===== config.mk =====
export PLATFORM = sky130hd
export DESIGN_NAME = gemm_drain_flat
export DESIGN_NICKNAME = d
export VERILOG_FILES = /design/src/rtl/gemm_drain_if.sv /design/src/rtl/gemm_drain.sv /design/src/flat_wrapper.sv
export SDC_FILE = /design/constraint.sdc
export NUM_CORES = 1
export LEC_CHECK = 0
export ABC_AREA = 1
export BUFFER_PORTS_ARGS = -buffer_cell sky130_fd_sc_hd__buf_2
export CAP_MARGIN = 20
export CORE_ASPECT_RATIO = 1.4
export CORE_MARGIN = 2
export CORE_UTILIZATION = 47
export DETAILED_ROUTE_END_ITERATION = 12
export PLACE_DENSITY = 0.79
export SLEW_MARGIN = 10
export SYNTH_ARGS = -nofsm -noshare
export SYNTH_HDL_FRONTEND = slang
export SYNTH_SLANG_ARGS = --single-unit
export TNS_END_PERCENT = 30

===== constraint.sdc =====
create_clock -name i_clk -period 1.75 [get_ports i_clk]
set_input_delay 0.2625 -clock i_clk [delete_from_list [all_inputs] [get_ports i_clk]]
set_output_delay 0.2625 -clock i_clk [all_outputs]
set_load 0.01 [all_outputs]

===== src/rtl/gemm_drain_if.sv =====
// rtl/gemm_drain_if.sv - column stream from the GEMM drain to the next-layer function module
interface gemm_drain_if #(
    parameter int ROWS       = 2,
    parameter int DATA_WIDTH = 16,
    parameter int FLAG_WIDTH = 4,
    parameter int N_COLS     = 1
);
    logic                       o_valid;
    logic                       i_ready;
    logic [ROWS*DATA_WIDTH-1:0] o_data;
    logic [ROWS*FLAG_WIDTH-1:0] o_flag;
    logic [N_COLS-1:0]          o_col;
    logic                       o_last;

    modport master (
        output o_valid, o_data, o_flag, o_col, o_last,
        input  i_ready
    );

    modport slave (
        input  o_valid, o_data, o_flag, o_col, o_last,
        output i_ready
    );
endinterface


===== src/rtl/gemm_drain.sv =====
// rtl/gemm_drain.sv - settles, then walks the array column select and streams each column out
module gemm_drain #(
    parameter int ROWS          = 2,
    parameter int COLS          = 2,
    parameter int N_COLS        = 1,
    parameter int DATA_WIDTH    = 16,
    parameter int FLAG_WIDTH    = 4,
    parameter int SETTLE_CYCLES = 4,
    parameter int SETTLE_W      = 3
) (
    input  logic                       i_clk,
    input  logic                       i_rst,
    input  logic                       i_start,
    output logic                       o_busy,
    output logic [N_COLS-1:0]          o_addr,
    input  logic [ROWS*DATA_WIDTH-1:0] i_data_acc,
    input  logic [ROWS*FLAG_WIDTH-1:0] i_data_flag,
    gemm_drain_if.master               dout,
    output logic                       o_flag_any,
    output logic                       o_done
);
    localparam logic [2:0] S_IDLE   = 3'd0;
    localparam logic [2:0] S_SETTLE = 3'd1;
    localparam logic [2:0] S_READ   = 3'd2;
    localparam logic [2:0] S_FLUSH  = 3'd3;
    localparam logic [2:0] S_DONE   = 3'd4;

    localparam logic [N_COLS-1:0]   LAST_COL    = N_COLS'(COLS - 1);
    localparam logic [SETTLE_W-1:0] SETTLE_LOAD = SETTLE_W'(SETTLE_CYCLES > 0 ? SETTLE_CYCLES - 1 : 0);

    logic [2:0]                 state_q, state_d;
    logic [N_COLS-1:0]          cnt_q, cnt_d;
    logic [SETTLE_W-1:0]        settle_q, settle_d;
    logic                       valid_q, valid_d;
    logic [ROWS*DATA_WIDTH-1:0] data_q, data_d;
    logic [ROWS*FLAG_WIDTH-1:0] flag_q, flag_d;
    logic [N_COLS-1:0]          col_q, col_d;
    logic                       last_q, last_d;
    logic                       flag_any_q, flag_any_d;
    logic                       xfer;

    assign xfer = valid_q && dout.i_ready;

    always_comb begin
        state_d    = state_q;
        cnt_d      = cnt_q;
        settle_d   = settle_q;
        valid_d    = valid_q;
        data_d     = data_q;
        flag_d     = flag_q;
        col_d      = col_q;
        last_d     = last_q;
        flag_any_d = flag_any_q;

        if (xfer) begin
            valid_d = 1'b0;
        end

        case (state_q)
            S_IDLE: begin
                if (i_start) begin
                    flag_any_d = 1'b0;
                    cnt_d      = '0;
                    if (SETTLE_CYCLES > 0) begin
                        settle_d = SETTLE_LOAD;
                        state_d  = S_SETTLE;
                    end else begin
                        state_d = S_READ;
                    end
                end
            end
            S_SETTLE: begin
                if (settle_q == '0) begin
                    state_d = S_READ;
                end else begin
                    settle_d = settle_q - SETTLE_W'(1);
                end
            end
            S_READ: begin
                // Load whenever the output register is empty or draining this cycle.
                if (!valid_q || dout.i_ready) begin
                    valid_d    = 1'b1;
                    data_d     = i_data_acc;
                    flag_d     = i_data_flag;
                    col_d      = cnt_q;
                    last_d     = (cnt_q == LAST_COL);
                    flag_any_d = flag_any_q | (|i_data_flag);
                    if (cnt_q == LAST_COL) begin
                        state_d = S_FLUSH;
                    end else begin
                        cnt_d = cnt_q + N_COLS'(1);
                    end
                end
            end
            S_FLUSH: begin
                if (xfer) begin
                    state_d = S_DONE;
                end
            end
            S_DONE: begin
                state_d = S_IDLE;
            end
            default: begin
                state_d = S_IDLE;
            end
        endcase
    end

    always_ff @(posedge i_clk or posedge i_rst) begin
        if (i_rst) begin
            state_q    <= S_IDLE;
            cnt_q      <= '0;
            settle_q   <= '0;
            valid_q    <= 1'b0;
            data_q     <= '0;
            flag_q     <= '0;
            col_q      <= '0;
            last_q     <= 1'b0;
            flag_any_q <= 1'b0;
        end else begin
            state_q    <= state_d;
            cnt_q      <= cnt_d;
            settle_q   <= settle_d;
            valid_q    <= valid_d;
            data_q     <= data_d;
            flag_q     <= flag_d;
            col_q      <= col_d;
            last_q     <= last_d;
            flag_any_q <= flag_any_d;
        end
    end

    assign o_busy       = (state_q != S_IDLE);
    assign o_done       = (state_q == S_DONE);
    assign o_addr       = cnt_q;
    assign o_flag_any   = flag_any_q;
    assign dout.o_valid = valid_q;
    assign dout.o_data  = data_q;
    assign dout.o_flag  = flag_q;
    assign dout.o_col   = col_q;
    assign dout.o_last  = last_q;
endmodule

===== src/flat_wrapper.sv =====
// flat-port wrapper written by rule: the top's interface ports become plain ports
module gemm_drain_flat 
#(
    parameter int ROWS          = 2,
    parameter int COLS          = 2,
    parameter int N_COLS        = 1,
    parameter int DATA_WIDTH    = 16,
    parameter int FLAG_WIDTH    = 4,
    parameter int SETTLE_CYCLES = 4,
    parameter int SETTLE_W      = 3
)
  (i_clk, i_rst, i_start, o_busy, o_addr, i_data_acc, i_data_flag, o_flag_any, o_done, dout_o_valid, dout_o_data, dout_o_flag, dout_o_col, dout_o_last, dout_i_ready);
  gemm_drain_if #(.ROWS(ROWS), .DATA_WIDTH(DATA_WIDTH), .FLAG_WIDTH(FLAG_WIDTH), .N_COLS(N_COLS)) dout_i ();
  input  logic i_clk;
  input  logic i_rst;
  input  logic i_start;
  output logic o_busy;
  output logic [N_COLS-1:0] o_addr;
  input  logic [ROWS*DATA_WIDTH-1:0] i_data_acc;
  input  logic [ROWS*FLAG_WIDTH-1:0] i_data_flag;
  output logic o_flag_any;
  output logic o_done;
  output wire logic [$bits(dout_i.o_valid)-1:0] dout_o_valid;
  output wire logic [$bits(dout_i.o_data)-1:0] dout_o_data;
  output wire logic [$bits(dout_i.o_flag)-1:0] dout_o_flag;
  output wire logic [$bits(dout_i.o_col)-1:0] dout_o_col;
  output wire logic [$bits(dout_i.o_last)-1:0] dout_o_last;
  input wire logic [$bits(dout_i.i_ready)-1:0] dout_i_ready;
  assign dout_o_valid = dout_i.o_valid;
  assign dout_o_data = dout_i.o_data;
  assign dout_o_flag = dout_i.o_flag;
  assign dout_o_col = dout_i.o_col;
  assign dout_o_last = dout_i.o_last;
  assign dout_i.i_ready = dout_i_ready;
  gemm_drain #(.ROWS(ROWS), .COLS(COLS), .N_COLS(N_COLS), .DATA_WIDTH(DATA_WIDTH), .FLAG_WIDTH(FLAG_WIDTH), .SETTLE_CYCLES(SETTLE_CYCLES), .SETTLE_W(SETTLE_W)) u_core (.i_clk(i_clk), .i_rst(i_rst), .i_start(i_start), .o_busy(o_busy), .o_addr(o_addr), .i_data_acc(i_data_acc), .i_data_flag(i_data_flag), .dout(dout_i), .o_flag_any(o_flag_any), .o_done(o_done));
endmodule

==> results.yml, run 1 <==
worst_setup_path:
  critPathKind: "flop to primary output"
  r2r_cells: 7
  required_ns: 1.49
  worst_setup_path_start_kind: "flop"
  end_kind: "primary output"
  reg2reg_to: "u_core.o_flag_any$_DFFE_PP0P_"
  reg2reg_from: "u_core.state_q[0]$_DFFE_PP0P_"
  crit_path_max_fanout: 5
  regToRegSetupSlack_ns: 0.43
  arrival_ns: 1.21
cells_and_area:
  fin_area_sq_um: 2690
  n_antenna_cell: 0
  syn_to_final_growth_pct: 28.9
  final_cells: 396
  post_route_cells_drive_above_1_share_pct: 31.3
  utilization_pct: 63.5
  nNetsFinal: 381
placed_design:
  globalplace.congestion: 0.823
  port_buffers: 90
  pre_cts_ws_ns: 0.437
  hpwl_mm: 3.28
  place_area_sq_um: 2570
  dp_cells: 387
timing:
  min_period_ns: 1.47
  post-route-period-util_pct: 84.1
  fmax_mhz: 679
  worst_hold_slack_ns: 0.151
  rsz0062_at_grt: "no"
  final-hold-violation-count: 0
  maxSlewViolCount: 0
  setup_viol: 0
  tightest_slew_ns: 0.457
  skew_ns: 0.00374
  layout_setup_ws_ns: 0.278
  fin_setup_tns_ns: 0
  timing.slew.headroom_pct: 69.5
die:
  coreArea_sq_um: 4240
  placementRows: 28
  pin_count: 91
  die_height_microns: 82.9
  die_x_microns: 60.3
  start_util_pct: 49.3
  die_area_sq_um: 5000
grt:
  grt_pass1_vias: 1754
  track_usage_pct: 19.1
  grt-ovfl-total: 0
  antenna_found_initial: 0
  grt_max_degree: 38
  grt_first_pass_wirelength_mm: 7.36
cts:
  cts_root_buf: "clkbuf_8"
  cts_tree: "built"
  cts_setup_buffers: 0
  cts.sinks: 50
  clock_path_buffers: 2
  h-tree-depth: 2
  numCtsBuffers: 5
  clk-insertion-delay-late_ns: 0.30
  path_clk_slew_ns: 0.09
yosys:
  netlist.top_cell.by_area: "dfrtp_1"
  postSynthCellCount: 243
  ys_warn_count: 0
  seq_area_frac_synth_pct: 59.9
  syn_area_per_cell_sq_um: 8.59
  synthDistinctLibCells: 20
  synth_top_area_share_pct: 59.9
  synth-seq-cells: 50
  synth.area.top_cells: "dfrtp_1 (60%), nand2_1 (24%), inv_1 (2.5%)"
  syn_nets: 289
  syn_area_sq_um: 2090
drt:
  wl_mm: 4.44
  firstDrtPassIters: 4
  route.detailed.drc: 0
  vias: 1834
  drtAntennaViolNets: 0
  via_per_inst: 4.63
  wl_per_cell_microns: 11.2
  initialDrtViolationCount: 67
pwr:
  p_leak_nw: 1.62
  power.total_mw: 4.93
  ir_worst_vdd_v: 0.000824
  powerDensity_nw_per_um2: 1830
outcome:
  outcome: "completed"
worst_hold_path:
  min_path_cells: 3
  min-delay-path-class: "input port to flop"
  hold_start: "i_data_acc[26]"
  holdPathEnd: "u_core.dout.o_data[26]$_DFFE_PP0P_"
job:
  maxCapViolations: 0
[sequential cells by signal, indices dropped and copies added (netlist names)]
| signal | flops |
|---|---|
| u_core.dout.o_data | 32 |
| u_core.dout.o_flag | 8 |
| u_core.settle_q | 3 |
| u_core.state_q | 3 |
| u_core.dout.o_col | 1 |
| u_core.dout.o_valid | 1 |
| u_core.o_addr | 1 |
| u_core.o_flag_any | 1 |
[metal layers]
layer	vias to the layer above	GRT usage [%]	share of wire (%)
li1	919	-	-
met1	846	21.7	42
met2	62	32.9	50
met3	7	5.30	6.1
met4	0	7.07	1.8
met5	-	0	0
[placed cells by master, fill, tap and decap left out]
cell type / n
xor2_1: 1
buf_4: 2
nand3b_1: 1
ha_1: 2
nor2_1: 7
nand2_2: 2
nand2_1: 135
nor3b_1: 1
clkbuf_1: 2
o21ai_0: 10
clkbuf_8: 5
buf_12: 1
o21bai_1: 1
inv_2: 2
a31oi_1: 1
inv_4: 1
dfrtp_1: 50
bufinv_16: 1
dlygate4sd3_1: 1
nand4_1: 1
inv_1: 13
nand3_1: 5
nor2_4: 1
buf_2: 90
[cell type report]
class                           instances  area (sq um)
Tap cell                               60          75.1
Inverter                               16          62.6
Fill cell                             385          1550
Timing Repair Buffer                   94           495
Clock inverter                          1          30.0
Multi-Input combinational cell        168           701
Clock buffer                            7          76.3
Sequential cell                        50          1250
[how the worst max path moves through the flow]
stage	startpoint	end	slack, ns	cells past startpoint
4_1_cts	u_core.state_q[2]$_DFFE_PP0P_	o_busy	0.26	3
2_1_floorplan	i_rst	u_core.dout.o_col$_DFFE_PP0P_	0.29	1
5_1_grt	u_core.state_q[2]$_DFFE_PP0P_	o_busy	0.17	3
3_5_place_dp	u_core.state_q[0]$_DFFE_PP0P_	u_core.o_flag_any$_DFFE_PP0P_	0.44	7
3_3_place_gp	u_core.state_q[0]$_DFFE_PP0P_	u_core.o_flag_any$_DFFE_PP0P_	0.49	7
6_report	u_core.state_q[2]$_DFFE_PP0P_	o_busy	0.28	3
[cell usage after synthesis]
cell and number:
nor2_1 7, o21ai_0 10, buf_4 4, nor2_4 1
dfrtp_1 50, xor2_1 1, nand2_1 135, ha_1 2
nand4_1 1, nand2_2 2, o21bai_1 1, nand3_1 5
inv_4 1, nand3b_1 1, inv_2 1, a31oi_1 1
nor3b_1 1, buf_6 3, inv_1 14, buf_2 2
[what timing repair did]
action                    in CTS  in global routing
hold buffers                   1                  0
gates resized for setup        0                  0
hold endpoints to repair      20                  0
[kinds of logic after synthesis]
kind of cell,count (synthesis),share of synthesized area (%)
adders and majority gates,2,1.20
DFF,50,59.9
and+or+nand+nor,153,28.9
buffers and inverters,25,6.53
xor gates and xnor gates,1,0.419
AOI/OAI and AO/OA,12,3.06
[critical path, stage by stage, from the launching register on]
cell and delay, ns:
dfrtp_1 0.45, nor2_1 0.24, nand2_1 0.08, buf_2 0.14
[power breakdown]
part / leakage [nW] / switching, mW / total, mW / internal [mW]
Combinational: 0.941 / 1.32 / 2.15 / 0.826
Clock: 0.0524 / 0.358 / 0.786 / 0.428
Sequential: 0.623 / 0.291 / 1.99 / 1.70
(Power assumes the default switching activity.)
==> inputs of run 2 (changes only) <==
--- a/config.mk
+++ b/config.mk
@@ -10,9 +10,9 @@
 export CAP_MARGIN = 20
 export CORE_ASPECT_RATIO = 1.4
 export CORE_MARGIN = 2
-export CORE_UTILIZATION = 47
+export CORE_UTILIZATION = 42
 export DETAILED_ROUTE_END_ITERATION = 12
-export PLACE_DENSITY = 0.79
+export PLACE_DENSITY = 0.75
 export SLEW_MARGIN = 10
 export SYNTH_ARGS = -nofsm -noshare
 export SYNTH_HDL_FRONTEND = slang
==> constraint.sdc (replaced) <==
create_clock -name i_clk -period 1.29 [get_ports i_clk]
set_input_delay 0.1935 -clock i_clk [delete_from_list [all_inputs] [get_ports i_clk]]
set_output_delay 0.1935 -clock i_clk [all_outputs]
set_load 0.01 [all_outputs]
==> run 2 against run 1 <==
  * The flow now finishes with violations (negative setup slack)
  * Non-clock buffer count did not move
  * Global-route usage fell by 1.5 points
  * Worst setup slack got worse by 0.28 ns
  * Sequential power rose by 38%
  * Combinational power rose by 47%
  * Count of clock-buffer cells in the layout fell by 1
  * Clock power rose by 48%
  * Final cell count rose by 1.0%
  * Utilization fell by 5.3 points
  * Sequential share of layout area fell by 1.7 points
  * Largest power group unchanged
==> results.yml, run 2 (synthesized netlist as in run 1, its figures left out) <==
outcome:
  outcome: "complete, but fails checks"
  violations: "negative setup slack"
cts:
  path_clk_slew_ns: 0.10
  cts.sinks: 50
  cts_setup_buffers: 0
  cts_root_buf: "clkbuf_8"
  numCtsBuffers: 5
  clock_path_buffers: 2
  clk-insertion-delay-late_ns: 0.30
  h-tree-depth: 2
  cts_tree: "built"
cells_and_area:
  nFillCells: 463
  n_antenna_cell: 0
  final_cell_mix: "nand2_1 (128), buf_2 (90), dfrtp_1 (49)"
  final_cells: 400
  nNetsFinal: 381
  syn_to_final_growth_pct: 33.8
  fin_area_sq_um: 2790
  largest_reg_flops: 32
  post_route_cells_drive_above_1_share_pct: 36.3
  final_common_cell: "nand2_1"
pwr:
  p_int_mw: 4.21
  ir_worst_vdd_v: 0.00126
  seqPwrFrac_pct: 39.0
  p_sw_share_pct: 40.4
  p_clk_share_pct: 16.4
  p_leak_nw: 1.64
  combPwrFrac_pct: 44.7
  switchingPower_mw: 2.86
  powerDensity_nw_per_um2: 2530
timing:
  skew_ns: 0.00870
  worst_hold_slack_ns: 0.0760
  fmax_mhz: 773
  fin_setup_tns_ns: -0.00404
  layout_setup_ws_ns: -0.00404
  timing.slew.headroom_pct: 82.2
  setup_viol: 1
  min_period_ns: 1.29
  post-route-period-util_pct: 100
  final-hold-violation-count: 0
  rsz0062_at_grt: "yes"
  tightest_slew_ns: 0.268
  maxSlewViolCount: 0
worst_setup_path:
  worst_setup_path_start_kind: "flop"
  end_kind: "primary output"
  critPathKind: "flop to primary output"
  required_ns: 1.10
  crit_path_max_fanout: 3
  arrival_ns: 1.10
  regToRegSetupSlack_ns: 0.03
placed_design:
  place_area_sq_um: 2580
  globalplace.congestion: 0.750
  dp_cells: 391
  hpwl_mm: 3.22
  port_buffers: 90
drt:
  wl_per_cell_microns: 11.5
  via_per_inst: 4.52
  wl_mm: 4.58
  drtAntennaViolNets: 0
  vias: 1806
  route.detailed.drc: 0
  firstDrtPassIters: 4
  initialDrtViolationCount: 86
die:
  pin_count: 91
  die_x_microns: 63.6
  die_height_microns: 87.4
  coreArea_sq_um: 4800
  die_area_sq_um: 5560
  start_util_pct: 43.5
  placementRows: 30
grt:
  antenna_found_initial: 0
  grt-ovfl-total: 0
  track_usage_pct: 17.6
  grt_first_pass_wirelength_mm: 7.79
  grt_max_degree: 51
  grt_pass1_vias: 1776
job:
  maxCapViolations: 0
worst_hold_path:
  min-delay-path-class: "input port to flop"
-- run 2: cell count changes in the layout (fill, tap and decap cells not counted), sizes merged --
cell / previous run / this run
clkbuf: 7 / 6
clkinv: 0 / 1
clkinvlp: 0 / 1
inv: 16 / 15
-- run 2: final timing paths --
path                                                     from  depth (start not counted)                                  to
max                             u_core.state_q[0]$_DFFE_PP0P_                          4                              o_done
min                                             i_data_acc[2]                          3   u_core.dout.o_data[2]$_DFFE_PP0P_
max reg2reg                     u_core.state_q[0]$_DFFE_PP0P_                          7   u_core.dout.o_flag[5]$_DFFE_PP0P_
min reg2reg                u_core.dout.o_data[24]$_DFFE_PP0P_                          2  u_core.dout.o_data[24]$_DFFE_PP0P_
max in group asynchronous                               i_rst                          4       u_core.state_q[2]$_DFFE_PP0P_
min in group asynchronous                               i_rst                          4           u_core.o_addr$_DFFE_PP0P_
-- run 2: per-stage QoR --
stage / util (%) / power, mW / setup WS [ns]
finish: 58.2 / 7.07 / -0.00404
global route: 58.2 / 7.73 / -0.0666
CTS: 56.6 / 6.93 / -0.0399
detailed placement: 53.8 / 5.71 / -0.0107
global placement: 53.8 / 5.59 / 0.00813
floorplan: - / 4.69 / 0.132
-- run 2: critical path, cell delays in order, from the launching register on --
cell,delay (ns)
dfrtp_1,0.43
inv_2,0.10
nand2_2,0.05
nor2_2,0.09
buf_2,0.13
-- run 2: power by group through the flow --
stage          clock (mW)  sequential [mW]  combinational, mW
6_report             1.16             2.75               3.16
5_1_grt              1.27             2.84               3.62
3_3_place_gp            0             2.71               2.88
4_1_cts              1.20             2.72               3.01
2_1_floorplan           0             3.03               1.66
3_5_place_dp            0             2.73               2.98
-- run 2: cell type report --
class	instances	area, sq um	share of cell area [%]
tap	64	80.1	2.87
clock buffer	6	82.6	2.96
inverter	16	76.3	2.73
timing repair buffer	94	520	18.6
clock inverter	2	38.8	1.39
multi-input combinational	168	743	26.6
sequential	50	1250	44.8
-- run 2: repair_timing --
item                       CTS  global route
gates cloned                 0             0
pin swaps                    0             1
hold endpoints to repair    50             0
hold buffers                 1             0
gates resized for setup      3            28
setup endpoints to repair    5            47
-- run 2: metal layers --
metal / GRT usage [%] / vias to the layer above / wire, microns / part of all wire (%)
met1: 21.3 / 827 / 2020 / 44
met5: 0 / - / 0 / 0
met4: 4.74 / 0 / 34 / 0.74
li1: - / 915 / - / -
met3: 4.53 / 5 / 277 / 6.0
met2: 31.2 / 59 / 2250 / 49
==> inputs of run 3 (changes only) <==
--- a/config.mk
+++ b/config.mk
@@ -6,13 +6,13 @@
 export NUM_CORES = 1
 export LEC_CHECK = 0
 export ABC_AREA = 1
-export BUFFER_PORTS_ARGS = -buffer_cell sky130_fd_sc_hd__buf_2
 export CAP_MARGIN = 20
 export CORE_ASPECT_RATIO = 1.4
 export CORE_MARGIN = 2
-export CORE_UTILIZATION = 42
+export CORE_UTILIZATION = 55
 export DETAILED_ROUTE_END_ITERATION = 12
-export PLACE_DENSITY = 0.75
+export DONT_BUFFER_PORTS = 1
+export PLACE_DENSITY = 0.73
 export SLEW_MARGIN = 10
 export SYNTH_ARGS = -nofsm -noshare
 export SYNTH_HDL_FRONTEND = slang
==> run 3 against run 2 <==
  * The run now ends clean
  * Die area fell by 22%
  * Wire length fell by 2.2%
  * Total power decreased by 12%
  * Maximum frequency grew 1.9%
  * Via count is 12% lower
==> results.yml, run 3 (synthesized netlist as in run 1, its figures left out) <==
drt:
  initialDrtViolationCount: 77
  via_per_inst: 5.00
  vias: 1594
  route.detailed.drc: 0
  wl_per_cell_microns: 14.1
  firstDrtPassIters: 4
  wl_mm: 4.48
  drtAntennaViolNets: 0
worst_setup_path:
  cpPeakStageDelay_ns: 0.47
  arrival_ns: 1.08
  worst_setup_path_start_kind: "flop"
  critPathKind: "flop to primary output"
  required_ns: 1.10
  cpMaxStageDelayCell: "dfrtp_2"
  path_cells: "nor2_4 > buf_4 > nand2_1"
  crit_path_max_fanout: 5
  end_kind: "primary output"
grt:
  track_usage_pct: 21.4
  grt_max_degree: 51
  grt_first_pass_wirelength_mm: 7.19
  grt-ovfl-total: 0
  antenna_found_initial: 0
  grt_pass1_vias: 1615
cells_and_area:
  post_route_cells_drive_above_1_share_pct: 9.39
  final_cells: 319
  nNetsFinal: 322
  syn_to_final_growth_pct: 22.4
  final_common_cell: "nand2_1"
  n_antenna_cell: 0
  largest_reg_flops: 32
  final_cell_mix: "nand2_1 (133), dfrtp_1 (49), dlygate4sd3_1 (30)"
  nFillCells: 285
timing:
  layout_setup_ws_ns: 0.0201
  final-hold-violation-count: 0
  skew_ns: 0.00441
  setup_viol: 0
  tightest_slew_ns: 0.260
  post-route-period-util_pct: 98.4
  fin_setup_tns_ns: 0
  fmax_mhz: 787
  min_period_ns: 1.27
  rsz0062_at_grt: "yes"
  maxSlewViolCount: 0
  timing.slew.headroom_pct: 82.7
cts:
  h-tree-depth: 2
  path_clk_slew_ns: 0.09
  numCtsBuffers: 5
  cts_setup_buffers: 0
  cts.sinks: 50
  clk-insertion-delay-late_ns: 0.30
  cts_root_buf: "clkbuf_8"
  clock_path_buffers: 2
  cts_tree: "built"
die:
  placementRows: 26
  die_area_sq_um: 4310
  die_x_microns: 56.1
  die_height_microns: 76.9
  start_util_pct: 57.3
  pin_count: 91
  coreArea_sq_um: 3640
placed_design:
  hpwl_mm: 2.84
  pre_cts_ws_ns: -0.00230
  dp_cells: 281
  port_buffers: 0
  globalplace.congestion: 0.784
pwr:
  p_leak_nw: 1.37
  powerDensity_nw_per_um2: 2420
  ir_worst_vdd_v: 0.00138
worst_hold_path:
  min-delay-path-class: "input port to flop"
outcome:
  outcome: "completed"
job:
  maxCapViolations: 0
## run 3: cell count changes in the layout (fill, tap and decap cells not counted), sizes merged
cell	previous run	this run
dlygate4sd3	1	30
clkinv	1	3
buf	93	5
bufinv	1	0
inv	15	14
## run 3: area by class of cell
class / count / area [sq um] / area share [%]
clock inverter: 2 / 13.8 / 0.538
sequential: 50 / 1250 / 49.0
timing repair buffer: 35 / 365 / 14.3
tap: 42 / 52.6 / 2.06
multi-input combinational: 168 / 723 / 28.3
inverter: 16 / 76.3 / 2.99
clock buffer: 6 / 72.6 / 2.84
## run 3: per-layer routing
layer	global-route usage (%)	wire length, microns	vias to the layer above
met5	0	0	-
met4	9.05	76	0
met3	6.75	322	6
met2	36.2	2310	59
met1	24.7	1780	729
li1	-	-	800
## run 3: path summary, 6_finish.rpt
check / start / end / slack [ns] / cells after the start
min reg2reg: u_core.dout.o_data[27]$_DFFE_PP0P_ / u_core.dout.o_data[27]$_DFFE_PP0P_ / 0.55 / 2
max reg2reg: u_core.state_q[0]$_DFFE_PP0P_ / u_core.dout.o_data[26]$_DFFE_PP0P_ / 0.03 / 7
max: u_core.state_q[2]$_DFFE_PP0P_ / o_busy / 0.02 / 3
min: i_data_acc[6] / u_core.dout.o_data[6]$_DFFE_PP0P_ / 0.007 / 2
min in group asynchronous: i_rst / u_core.dout.o_flag[7]$_DFFE_PP0P_ / 0.41 / 3
max in group asynchronous: i_rst / u_core.state_q[2]$_DFFE_PP0P_ / 0.63 / 3
## run 3: what timing repair did
action	4_1_cts	5_1_grt
endpoints found under the hold margin	78	1
hold buffers	29	1
pin swaps	0	2
resized for setup	4	15
endpoints found under the setup margin	3	49
## run 3: where the power goes
group / internal [mW] / switching (mW) / leakage (nW) / total [mW]
combinational: 0.813 / 1.31 / 0.699 / 2.12
sequential: 2.32 / 0.868 / 0.622 / 3.18
clock: 0.383 / 0.502 / 0.0452 / 0.885
total: 3.51 / 2.68 / 1.37 / 6.19
## run 3: stage by stage
step | total power, mW | cell area [sq um] | util, % | hold WS, ns
after floorplan | 4.69 | 2090 | - | 0.236
after global placement | 5.00 | 2120 | 58.2 | 0.150
after detailed placement | 5.10 | 2120 | 58.2 | 0.152
after CTS | 6.11 | 2510 | 68.9 | 0.000220
after global routing | 6.72 | 2560 | 70.2 | 0.00386
final | 6.19 | 2560 | 70.2 | 0.00709
## run 3: critical path: cells and delay by family (launching register included)
family                 cells  cell delay [ns]
flip-flops                 1             0.47
AND/OR/NAND/NOR            2             0.19
buffers and inverters      1             0.11
